`config.mk`:
```
export PLATFORM = sky130hd
export DESIGN_NAME = pkt_pair_feeder
export DESIGN_NICKNAME = d
export VERILOG_FILES = /design/src/rtl/pkt_pair_feeder.sv
export SDC_FILE = /design/constraint.sdc
export NUM_CORES = 1
export LEC_CHECK = 0
export BUFFER_PORTS_ARGS = -buffer_cell sky130_fd_sc_hd__buf_2
export CAP_MARGIN = 30
export CORE_ASPECT_RATIO = 0.5
export CORE_MARGIN = 4
export CORE_UTILIZATION = 30
export CTS_CLUSTER_SIZE = 25
export DETAILED_ROUTE_END_ITERATION = 8
export HOLD_SLACK_MARGIN = 0.12
export PLACE_DENSITY = 0.5
export SYNTH_ARGS = -nofsm -noshare
export SYNTH_HDL_FRONTEND = slang
export SYNTH_SLANG_ARGS = --single-unit
export TNS_END_PERCENT = 100
```
`constraint.sdc`:
```
create_clock -name clk -period 6.9 [get_ports clk]
set_clock_uncertainty 0.15 [all_clocks]
set_input_delay 0.345 -clock clk [delete_from_list [all_inputs] [get_ports clk]]
set_output_delay 0.345 -clock clk [all_outputs]
set_load 0.01 [all_outputs]
```
`src/rtl/pkt_pair_feeder.sv`:
```
// pkt_pair_feeder: upstream feeder for the dual-enqueue packet FIFO.
// Two valid/ready sources each fill a 2-entry in-order holding buffer. A
// per-packet round-robin arbiter grants one source at a time. The granted
// buffer is packed onto the A (older) and B (younger) enqueue lanes, up to
// two words per cycle. FIFO word format is {last, payload}.
module pkt_pair_feeder #(
    parameter int DWIDTH   = 32,
    parameter int HOLD_MAX = 3
) (
    input  logic              clk,
    input  logic              rst,
    input  logic              s0_valid,
    output logic              s0_ready,
    input  logic [DWIDTH-2:0] s0_data,
    input  logic              s0_last,
    input  logic              s1_valid,
    output logic              s1_ready,
    input  logic [DWIDTH-2:0] s1_data,
    input  logic              s1_last,
    input  logic              fifo_in_valid,
    output logic              outA_enque_en,
    output logic [DWIDTH-1:0] outA_data,
    output logic              outB_enque_en,
    output logic [DWIDTH-1:0] outB_data,
    output logic [31:0]       pkt_count
);

    localparam int HW = (HOLD_MAX < 1) ? 1 : $clog2(HOLD_MAX + 1);
    localparam logic [HW-1:0] HOLD_LIM = HW'(HOLD_MAX);
    localparam int LAST = DWIDTH - 1;

    typedef enum logic [1:0] {
        ST_IDLE = 2'd0,
        ST_G0   = 2'd1,
        ST_G1   = 2'd2
    } state_e;

    state_e            state_q, state_d;
    logic              rr_q, rr_d;
    logic [HW-1:0]     hold_q, hold_d;
    logic [31:0]       pkt_count_q, pkt_count_d;

    // Per-source holding buffer: w0 is the oldest entry.
    logic [DWIDTH-1:0] w0_q [2];
    logic [DWIDTH-1:0] w0_d [2];
    logic [DWIDTH-1:0] w1_q [2];
    logic [DWIDTH-1:0] w1_d [2];
    logic [1:0]        cnt_q [2];
    logic [1:0]        cnt_d [2];

    logic [DWIDTH-1:0] in_word [2];
    logic              rdy [2];
    logic              push [2];
    logic [1:0]        pop_src [2];

    logic              sel;
    logic [DWIDTH-1:0] head0, head1;
    logic [1:0]        head_cnt;
    logic [1:0]        pop;
    logic              hold_inc;
    logic              emit_last;

    assign in_word[0] = {s0_last, s0_data};
    assign in_word[1] = {s1_last, s1_data};

    // Ready depends only on registered occupancy, never on the FIFO side.
    assign rdy[0]   = ~rst & (cnt_q[0] != 2'd2);
    assign rdy[1]   = ~rst & (cnt_q[1] != 2'd2);
    assign push[0]  = s0_valid & rdy[0];
    assign push[1]  = s1_valid & rdy[1];
    assign s0_ready = rdy[0];
    assign s1_ready = rdy[1];

    // Emission decision for the granted buffer: how many words to pop this cycle.
    always_comb begin
        // NOTE: every variable gets a default before any branch so no latch is inferred.
        sel      = (state_q == ST_G1);
        head0    = w0_q[sel];
        head1    = w1_q[sel];
        head_cnt = cnt_q[sel];
        pop      = 2'd0;
        hold_inc = 1'b0;
        if (state_q != ST_IDLE && fifo_in_valid) begin
            if (head_cnt == 2'd2) begin
                // A last word on w0 means w1 opens the next packet: never pair them.
                pop = head0[LAST] ? 2'd1 : 2'd2;
            end else if (head_cnt == 2'd1) begin
                if (head0[LAST] || hold_q == HOLD_LIM) begin
                    pop = 2'd1;
                end else begin
                    hold_inc = 1'b1;
                end
            end
        end
        emit_last  = (pop == 2'd1 && head0[LAST]) || (pop == 2'd2 && head1[LAST]);
        pop_src[0] = (state_q == ST_G0) ? pop : 2'd0;
        pop_src[1] = (state_q == ST_G1) ? pop : 2'd0;
    end

    // Arbiter FSM, round-robin pointer, hold timer and packet counter.
    always_comb begin
        state_d     = state_q;
        rr_d        = rr_q;
        hold_d      = hold_q;
        pkt_count_d = pkt_count_q;
        case (state_q)
            ST_IDLE: begin
                hold_d = '0;
                if (cnt_q[0] != 2'd0 && cnt_q[1] != 2'd0) begin
                    state_d = rr_q ? ST_G1 : ST_G0;
                end else if (cnt_q[0] != 2'd0) begin
                    state_d = ST_G0;
                end else if (cnt_q[1] != 2'd0) begin
                    state_d = ST_G1;
                end
            end
            ST_G0, ST_G1: begin
                if (emit_last) begin
                    state_d = ST_IDLE;
                    rr_d    = ~sel;
                    hold_d  = '0;
                end else if (pop != 2'd0) begin
                    hold_d = '0;
                end else if (hold_inc) begin
                    hold_d = hold_q + 1'b1;
                end
            end
            default: state_d = ST_IDLE;
        endcase
        if (emit_last) begin
            pkt_count_d = pkt_count_q + 32'd1;
        end
    end

    // Buffer update: apply this cycle's pop first, then append the pushed word.
    always_comb begin
        for (int s = 0; s < 2; s++) begin
            w0_d[s]  = w0_q[s];
            w1_d[s]  = w1_q[s];
            cnt_d[s] = cnt_q[s];
            if (pop_src[s] == 2'd2) begin
                cnt_d[s] = 2'd0;
            end else if (pop_src[s] == 2'd1) begin
                w0_d[s]  = w1_q[s];
                cnt_d[s] = cnt_q[s] - 2'd1;
            end
            if (push[s]) begin
                if (cnt_d[s] == 2'd0) begin
                    w0_d[s] = in_word[s];
                end else begin
                    w1_d[s] = in_word[s];
                end
                cnt_d[s] = cnt_d[s] + 2'd1;
            end
        end
    end

    // State registers with asynchronous active-high reset.
    always_ff @(posedge clk or posedge rst) begin
        // NOTE: sequential state uses non-blocking assignments only.
        if (rst) begin
            state_q     <= ST_IDLE;
            rr_q        <= 1'b0;
            hold_q      <= '0;
            pkt_count_q <= '0;
            // NOTE: buffer payloads are reset with the counts so no X can reach the lanes.
            for (int s = 0; s < 2; s++) begin
                w0_q[s]  <= '0;
                w1_q[s]  <= '0;
                cnt_q[s] <= 2'd0;
            end
        end else begin
            state_q     <= state_d;
            rr_q        <= rr_d;
            hold_q      <= hold_d;
            pkt_count_q <= pkt_count_d;
            for (int s = 0; s < 2; s++) begin
                w0_q[s]  <= w0_d[s];
                w1_q[s]  <= w1_d[s];
                cnt_q[s] <= cnt_d[s];
            end
        end
    end

    // Lanes are driven only while enabled, so data reads 0 in reset and when idle.
    assign outA_enque_en = (pop != 2'd0);
    assign outB_enque_en = (pop == 2'd2);
    assign outA_data     = outA_enque_en ? head0 : '0;
    assign outB_data     = outB_enque_en ? head1 : '0;
    assign pkt_count     = pkt_count_q;

endmodule

```
Yosys cells after proc, flatten, opt, wreduce, memory -nomap -nowiden
Cells that the tools add are included.
{ "word_totals": {"regBits": 169, "input_bits": 69, "out_inout_bits": 100, "word_cells": 108} }
{ "op_classes": {"add_sub_neg": 6, "n_lt_le_gt_ge": 1, "eq_ne": 16, "mux": 46, "bitwise": 9, "n_reduce_logical": 20} }
{ "op_table": {"columns": ["cell", "n"], "rows": [
  ["two-way mux 32 bit", 16],
  ["two-way mux 2 bit", 22],
  ["adder 32 x 1 -> 32 bit (second input constant)", 1],
  ["equality test 2 bit (second input constant)", 6],
  ["equality test 2 x 1 -> 1 bit (second input constant)", 5],
  ["AND reduction 2 bit", 5],
  ["nonzero test 2 bit", 5],
  ["!= test 4 bit (second input constant)", 2],
  ["one-hot mux 2 bit (2 select lines)", 2],
  ["adder 2 x 1 -> 2 bit (second input constant)", 3],
  ["logical NOT 2 bit", 3],
  ["two-way mux 1 bit", 6],
  ["!= test 2 bit (second input constant)", 3],
  ["bitwise AND 1 bit", 4],
  ["logical AND 1 bit", 4],
  ["inverter 1 bit", 4],
  ["subtractor 2 x 1 -> 2 bit (second input constant)", 2],
  [">= comparator 2 bit (second input constant)", 1],
  ["logical OR 1 bit", 2],
  ["inverter 1 -> 2 bit", 1],
  ["OR reduction 2 bit", 1]
]} }

Longest topological paths before layout
Gate-level depths: netlist of the first run.
{ "logic_depth": {"depth_word": 17, "ltp_mapped": 14, "depth_no_buf": 11} }

Worst setup path after synthesis of the first run
OpenSTA, ideal clock, no wires.
{ "synth_timing": {"path_kind": "register to register", "startpoint": "register state_q[0]", "endpoint": "register w1_q[32] (netlist name)", "setup_time_ps": 125, "t_arrival_ps": 2937, "required_time_ps": 6625, "slack_ps": 3688, "path_stages_with_launch": 14, "n_path_buf": 4, "period_less_slack_ps": 3212, "cell_sequence": "dfrtp_1 inv_1 ha_1 clkbuf_1 a211o_1 and4b_4 buf_12 and2_1 or3_1 ha_1 nor2b_1 clkbuf_1 buf_4 mux2_2"} }
{ "synth_via": {"elab_chain_len": 17, "word_cells_on_any_way": 27, "cone_classes": "eq/ne (6); mux (14); bitwise (2); reduce/logical (5)"} }
{ "synth_rtl": {"columns": ["item", "line", "source"], "rows": [
  ["start: declaration", "38", "state_e state_q, state_d;"],
  ["start signal: assignment", "173", "state_q <= state_d;"],
  ["equality test 2 bit", "77", "sel = (state_q == ST_G1);"],
  ["inverter 1 -> 2 bit (not written as such)", "78, 80", null],
  ["two-way mux 32 bit (not written as such) (3 in series)", "78", "head0 = w0_q[sel];"],
  ["logical OR 1 bit", "88", "if (head0[LAST] || hold_q == HOLD_LIM) begin"],
  ["two-way mux 1 bit", "88", null],
  ["two-way mux 1 bit", "87", "end else if (head_cnt == 2'd1) begin"],
  ["two-way mux 2 bit", "84", "if (head_cnt == 2'd2) begin"],
  ["two-way mux 2 bit", "83", "if (state_q != ST_IDLE && fifo_in_valid) begin"],
  ["two-way mux 2 bit (*)", "96", "pop_src[0] = (state_q == ST_G0) ? pop : 2'd0;"],
  ["equality test 2 x 1 -> 1 bit", "143", "end else if (pop_src[s] == 2'd1) begin"],
  ["two-way mux 2 bit", "143", null],
  ["two-way mux 2 bit (*)", "141", "if (pop_src[s] == 2'd2) begin"],
  ["logical NOT 2 bit (*)", "148", "if (cnt_d[s] == 2'd0) begin"],
  ["inverter 1 bit (no line) (*)", null, null],
  ["AND reduction 2 bit (no line) (*)", null, null],
  ["end signal: indexed assignment", "179", "w1_q[s] <= w1_d[s];"],
  ["end: declaration", "46", "logic [DWIDTH-1:0] w1_q [2];"]
]} }
Mark *: on every way between the ends. The rest lies on a longest branch, timed or not. The select of a mux whose other input is x is not followed.
A chain may end at the register's enable or synchronous reset.

Worst setup path after layout of the first run
{ "layout_timing": {"startpoint": "register state_q[0]", "endpoint": "output port outB_data[31]"} }
{ "layout_via": {"elab_chain_len": 12, "word_cells_on_any_way": 23, "cone_classes": "eq/ne (4); mux (15); bitwise (1); reduce/logical (3)"} }
{ "layout_rtl": {"columns": ["item", "line", "source"], "rows": [
  ["equality test 2 bit", "77", null],
  ["inverter 1 -> 2 bit (not written as such)", "78, 79, 80", null],
  ["two-way mux 32 bit (not written as such) (3 in series)", "78", null],
  ["logical OR 1 bit", "88", null],
  ["two-way mux 1 bit", "88", null],
  ["two-way mux 1 bit", "87", null],
  ["two-way mux 2 bit", "84", null],
  ["two-way mux 2 bit", "83", null],
  ["equality test 2 bit", "187", "assign outB_enque_en = (pop == 2'd2);"],
  ["two-way mux 32 bit (*)", "189", "assign outB_data = outB_enque_en ? head1 : '0;"],
  ["end: declaration", "24", "output logic [DWIDTH-1:0] outB_data,"]
]} }
Marked as above.

==> results of run 1 <==
## metal layers
layer  GRT usage  vias up
met2       0.274       90
met5           0        -
met4      0.0424        0
met3      0.0345       26
li1            -     3250
met1       0.182     3306
## power by group through the flow
| stage | clock, uW | sequential (uW) | combinational (uW) |
|---|---|---|---|
| 2_1_floorplan | 0 | 1600 | 1130 |
| 3_3_place_gp | 0 | 1690 | 1390 |
| 3_5_place_dp | 0 | 1700 | 1450 |
| 4_1_cts | 979 | 1680 | 1480 |
| 5_1_grt | 1020 | 1740 | 1610 |
| 6_report | 947 | 1680 | 1460 |
## worst min path at each step
| stage | to | depth (start not counted) |
|---|---|---|
| 4_1_cts | cnt_q[3]$_DFF_PP0_ | 4 |
| 3_5_place_dp | w1_q[63]$_DFFE_PP0P_ | 2 |
| 3_3_place_gp | pkt_count[31]$_DFFE_PP0P_ | 1 |
| 6_report | cnt_q[3]$_DFF_PP0_ | 4 |
| 5_1_grt | cnt_q[3]$_DFF_PP0_ | 4 |
| 2_1_floorplan | w0_q[0]$_DFF_PP0_ | 2 |
## flip-flops by register name, summed over array words and instances, names as in the netlist
register	cells
cnt_q	4
w0_q	64
w1_q	64
pkt_count	32
state_q	2
hold_q	2
rr_q	1
## cell families (layout without fill, tap and decap cells)
group / count (synthesis) / in the layout
buffers and inverters: 66 / 297
AO/OA/AOI/OAI: 86 / 86
flip-flops: 169 / 169
AND/OR/NAND/NOR: 241 / 241
adder cells (fa/ha/maj): 12 / 12
XOR/XNOR: 37 / 37
multiplexers: 198 / 198
## critical path, delay by kind of cell, from the launching register on
| kind | cells | cell delay, ns |
|---|---|---|
| flip-flops | 1 | 0.40 |
| buffers and inverters | 4 | 1.40 |
| adder cells (fa/ha/maj) | 1 | 0.57 |
| AO/OA/AOI/OAI | 1 | 0.15 |
| AND/OR/NAND/NOR | 3 | 0.96 |
## final cells by class
class | count | area (um^2) | share of cell area
flip-flops and latches | 169 | 4230 | 0.374
multi-input cells | 574 | 4280 | 0.378
clock inverters | 11 | 115 | 0.0102
repair buffers | 245 | 1660 | 0.147
inverters | 20 | 80.1 | 0.00708
well taps | 391 | 489 | 0.0432
clock buffers | 21 | 460 | 0.0407
## cells in the mapped netlist, drive strengths merged (3+ instances only)
library cell,number,area [um^2]
buf,26,224
nand2,52,195
and4,3,31.3
xnor2,17,149
xor2,20,175
nand4,7,43.8
nor3,20,130
and3,3,18.8
mux2,67,758
mux2i,131,1310
or2,3,18.8
ha,12,150
nand2b,4,32.5
clkbuf,20,75.1
o21ai,34,174
inv,20,75.1
dfrtp,169,4230
nand3,17,85.1
a21oi,35,175
nor2,114,428
## metrics by stage
| stage | total power [uW] | util |
|---|---|---|
| global route | 4370 | 0.390 |
| floorplan | 2720 | - |
| detailed placement | 3150 | 0.347 |
| CTS | 4140 | 0.390 |
| global placement | 3070 | 0.343 |
| finish | 4090 | 0.390 |
==> impl_metrics.csv, run 1 <==
group,metric,value,unit
run_status,status,"finished, final reports clean",
job,cap_violations,0,
logic_synthesis,synth-compound-area-share,0.0620,
power,p_int,2640,uW
finish,layout_common_cells,"169 x dfrtp_1, 168 x buf_2, 131 x mux2i_1",
routing,viasPerCell,4.66,
logic_synthesis,async_flop_share,1.00,
timing,clock.fmax,0.225,GHz
die,io_pins,169,
power,p_comb_frac,0.357,
logic_synthesis,yosysSeqAreaShare,0.478,
clock_network,cts_setup_buffers,0,
global_routing,grt_start_max_net_pins,66,
clock_network,post_cts_resize_count,0,
timing,max_slew_margin,0.411,
die,rows,44,
routing,route.met2.wl,12600,um
die,core-area,29000,um^2
clock_network,postCtsHoldBufs,66,
routing,wl_met1,10900,um
min_path,hp-start,"s0_valid",
die,die_area,32500,um^2
timing,hold_slack,0.255,ns
setup_path,rrSetupSlack,2.72,ns
finish,layout_commonest_cell,"dfrtp_1",
die,die-height,129,um
logic_synthesis,ys_warn_count,0,
global_routing,antenna_found_initial,0,
timing,fin_crit_sh,0.643,
global_routing,globalRouteOverflowTotal,0,
timing,hold_viol,0,
logic_synthesis,syn-cell-area,8840,um^2
placed_design,hpwl,16600,um
setup_path,rr_worst_depth,12,
finish,areaGrowthSynthToFinish,28.0,%
setup_path,path_cells,"inv_1 -> ha_4 -> buf_4 -> nand4bb_1 -> o31ai_1 -> nand2_1 -> buf_4 -> nor2_1 -> buf_2",
clock_network,cts.sinks,169,
routing,first_pass_iters,4,
logic_synthesis,synth-xor-area-share,0.0366,
finish,fillers,2851,
logic_synthesis,synthAdderAreaFrac,0.0170,
timing,setup_viol,0,
placed_design,dp_slack,2.68,ns
routing,top_layer,"met4",
timing,drv_slew,0,
clock_network,cts_tree,"done",
routing,ant_nets,0,
finish,instances_no_fill,1431,
timing,post-route-min-period,4.44,ns
die,initial_utilization,0.305,
placed_design,dpl_cell_area,10100,um^2
logic_synthesis,synth.mux.area_fraction,0.234,
setup_path,cpPeakStageDelay,0.66,ns
logic_synthesis,syn_inst,809,
global_routing,grt_pass1_wl,38500,um
setup_path,endpoint,"outB_data[31]",
timing,tightest_slew,0.883,ns
setup_path,path_class,"flip-flop to output pin",
routing,drc_errors,0,
logic_synthesis,syn_area_per_cell,10.9,um^2
clock_network,worst_skew_pair.late_latency,0.44,ns
clock_network,clk_path_buf_depth,2,
setup_path,arrival,3.94,ns
setup_path,required,6.40,ns
timing,rsz0062_at_grt,"false",
setup_path,crit_path_end_kind,"output pin",
logic_synthesis,synth_edf_count,0,
finish,num-nets-final,1108,
min_path,hp-class,"primary input to flip-flop",
logic_synthesis,ys_seq_elements,169,
setup_path,r2r-start,"state_q[0]$_DFFE_PP0P_",
setup_path,worst_path_max_delay_cell,"buf_4",
setup_path,crit_path_frequent_cell,"buf_4",
clock_network,clk_pin_slew,0.07,ns
setup_path,crit_start,"state_q[0]$_DFFE_PP0P_",
logic_synthesis,synth-simple-area-share,0.130,
clock_network,h-tree-depth,4,
setup_path,critPathMaxFanout,42,
clock_network,cts_root_buffer,"clkbuf_16",
placed_design,port_buffers,168,
finish,drive_above_1_share,0.293,
power,p_seq_frac,0.411,
placed_design,placedCellCount,1333,
clock_network,cts_buffers,17,
power,peakVddDrop,0.173,mV
power,swShare,0.354,
setup_path,worstSetupStartpointType,"flip-flop",
routing,drt-total-wl,24500,um
global_routing,grtUsageTotal,0.151,
die,die_x,251,um
finish,stdcell_area,11300,um^2
timing,setup_ws,2.46,ns
power,p_leak,0.00504,uW
routing,met3_length,694,um
timing,tns,0,ns
power,power_switching,1450,uW
logic_synthesis,syn-num-nets,890,
setup_path,r2r_end,"w0_q[48]$_DFF_PP0_",
finish,diodes,0,
logic_synthesis,synth_flop_cell,"dfrtp_1",
power,power_frac_clock,0.232,
global_routing,grt_pass1_vias,7058,
placed_design,gp_congestion,0.804,
routing,vias,6672,
routing,post_drt_wl_per_cell,17.1,um
power,power_density,361,nW/um^2
routing,drt_iter0_drc,353,
logic_synthesis,ys_types,57,
logic_synthesis,synth_top_family_by_area,"multiplexers",
Power figures use the tool's default switching activity.
==> run 2, diff against run 1 <==
==> constraint.sdc (replaced) <==
create_clock -name clk -period 4.4 [get_ports clk]
set_clock_uncertainty 0.15 [all_clocks]
set_input_delay 0.22 -clock clk [delete_from_list [all_inputs] [get_ports clk]]
set_output_delay 0.22 -clock clk [all_outputs]
set_load 0.01 [all_outputs]
==> run 2 against run 1 <==
Non-clock buffer count increased by 10. Routed wire length shrank 0.20%. Power rose by 60%. Clock power is 70% higher. Design area grew 0.70%. Worst setup slack worse by 2.1 ns. Combinational power up 57%. Global-route usage rose by 0.097 points. Register-to-register slack got worse by 1.9 ns. Cell count grew 0.70%. First-iteration DRC count shrank 6.8%. Via count grew 1.7%. Critical endpoint is now outA_data[11]. Highest routed layer unchanged.
==> impl_metrics.csv, run 2 (synthesis results as in run 1) <==
group,metric,value,unit
run_status,status,"finished, final reports clean",
global_routing,antenna_found_initial,0,
routing,viasPerCell,4.71,
die,io_pins,169,
timing,tightest_slew,0.814,ns
timing,rsz0062_at_grt,"false",
routing,ant_nets,0,
finish,areaGrowthSynthToFinish,28.9,%
min_path,hp-class,"primary input to flip-flop",
global_routing,grt_pass1_wl,39000,um
routing,drc_errors,0,
setup_path,arrival,3.62,ns
clock_network,post_cts_resize_count,0,
setup_path,path_class,"flip-flop to output pin",
die,core-area,29000,um^2
power,power_density,574,nW/um^2
timing,clock.fmax,0.250,GHz
timing,hold_viol,0,
routing,drt-total-wl,24500,um
global_routing,grtUsageTotal,0.152,
setup_path,rrSetupSlack,0.78,ns
min_path,hold_depth,4,
power,peakVddDrop,0.216,mV
clock_network,cts.sinks,169,
die,rows,44,
die,die-height,129,um
setup_path,critPathMaxFanout,49,
finish,layout_common_cells,"169 x dfrtp_1, 168 x buf_2, 131 x mux2i_1",
placed_design,dpl_cell_area,10100,um^2
timing,post-route-min-period,3.99,ns
timing,max_slew_margin,0.457,
routing,vias,6787,
die,die_x,251,um
global_routing,globalRouteOverflowTotal,0,
setup_path,required,4.03,ns
clock_network,h-tree-depth,4,
job,cap_violations,0,
clock_network,cts_tree,"done",
timing,drv_slew,0,
placed_design,port_buffers,168,
setup_path,r2r-start,"state_q[0]$_DFFE_PP0P_",
min_path,hold_end,"cnt_q[3]$_DFF_PP0_",
clock_network,clk_path_buf_depth,2,
clock_network,worst_skew_pair.late_latency,0.43,ns
finish,num-nets-final,1118,
finish,diodes,0,
die,die_area,32500,um^2
routing,first_pass_iters,4,
clock_network,cts_root_buffer,"clkbuf_16",
timing,fin_crit_sh,0.907,
setup_path,r2r_end,"w0_q[24]$_DFF_PP0_",
setup_path,crit_path_end_kind,"output pin",
finish,drive_above_1_share,0.299,
setup_path,worstSetupStartpointType,"flip-flop",
placed_design,hpwl,16700,um
routing,post_drt_wl_per_cell,17.0,um
clock_network,clk_pin_slew,0.06,ns
power,p_leak,0.00510,uW
min_path,hp-start,"fifo_in_valid",
placed_design,gp_congestion,0.798,
finish,stdcell_area,11400,um^2
timing,setup_viol,0,
clock_network,cts_buffers,17,
routing,drt_iter0_drc,329,
die,initial_utilization,0.305,
finish,layout_commonest_cell,"dfrtp_1",
timing,tns,0,ns
global_routing,grt_pass1_vias,7236,
global_routing,grt_start_max_net_pins,113,
setup_path,rr_worst_depth,11,
-- run 2: cell type report --
class,instances,area (um^2)
clock buffer,19,443
clock inverter,13,185
fill,2876,17600
inverter,20,78.8
multi-input combinational,574,4280
sequential,169,4230
tap,391,489
timing repair buffer,255,1690
-- run 2: repair_timing --
action,CTS,global route
hold buffers,68,0
hold endpoints to repair,299,0
setup buffers,0,0
setup endpoints to repair,0,0
-- run 2: stage by stage --
step	setup slack, ns	util	hold WS (ns)	power (uW)	std cells
after floorplan	1.19	-	0.187	4270	809
after global placement	0.823	0.348	0.287	4860	1341
after detailed placement	0.766	0.348	0.300	4930	1341
after CTS	0.328	0.393	0.205	6620	1441
after global routing	0.236	0.393	0.278	6990	1441
final	0.408	0.393	0.253	6540	1441
-- run 2: worst max-delay path, stage by stage, from the launching register on --
cell and delay, ns:
dfrtp_1 0.40, inv_1 0.15, ha_4 0.16, buf_4 0.59
buf_4 0.55, mux2_2 0.40, a2bb2oi_2 0.15, o21ai_4 0.15
buf_4 0.29, nor2_1 0.12, buf_2 0.16
-- run 2: worst max path at each step --
stage / startpoint / endpoint / cells past startpoint
floorplan: state_q[0]$_DFFE_PP0P_ / w1_q[32]$_DFFE_PP0P_ / 13
CTS: state_q[0]$_DFFE_PP0P_ / outA_data[11] / 10
global placement: state_q[0]$_DFFE_PP0P_ / pkt_count[29]$_DFFE_PP0P_ / 9
detailed placement: state_q[0]$_DFFE_PP0P_ / pkt_count[29]$_DFFE_PP0P_ / 9
finish: state_q[0]$_DFFE_PP0P_ / outA_data[11] / 10
global route: state_q[0]$_DFFE_PP0P_ / outA_data[11] / 10
-- run 2: per-layer routing --
metal | part of all wire | vias up | global-route usage
li1 | - | 3270 | -
met1 | 0.45 | 3423 | 0.190
met2 | 0.51 | 75 | 0.270
met3 | 0.025 | 19 | 0.0313
met4 | 0.014 | 0 | 0.0417
met5 | 0 | - | 0
-- run 2: report_power, final --
part	switching [uW]	leakage [uW]	internal, uW
clock	683	0.000305	928
sequential	476	0.00204	2170
combinational	1140	0.00275	1150
total	2300	0.00510	4240
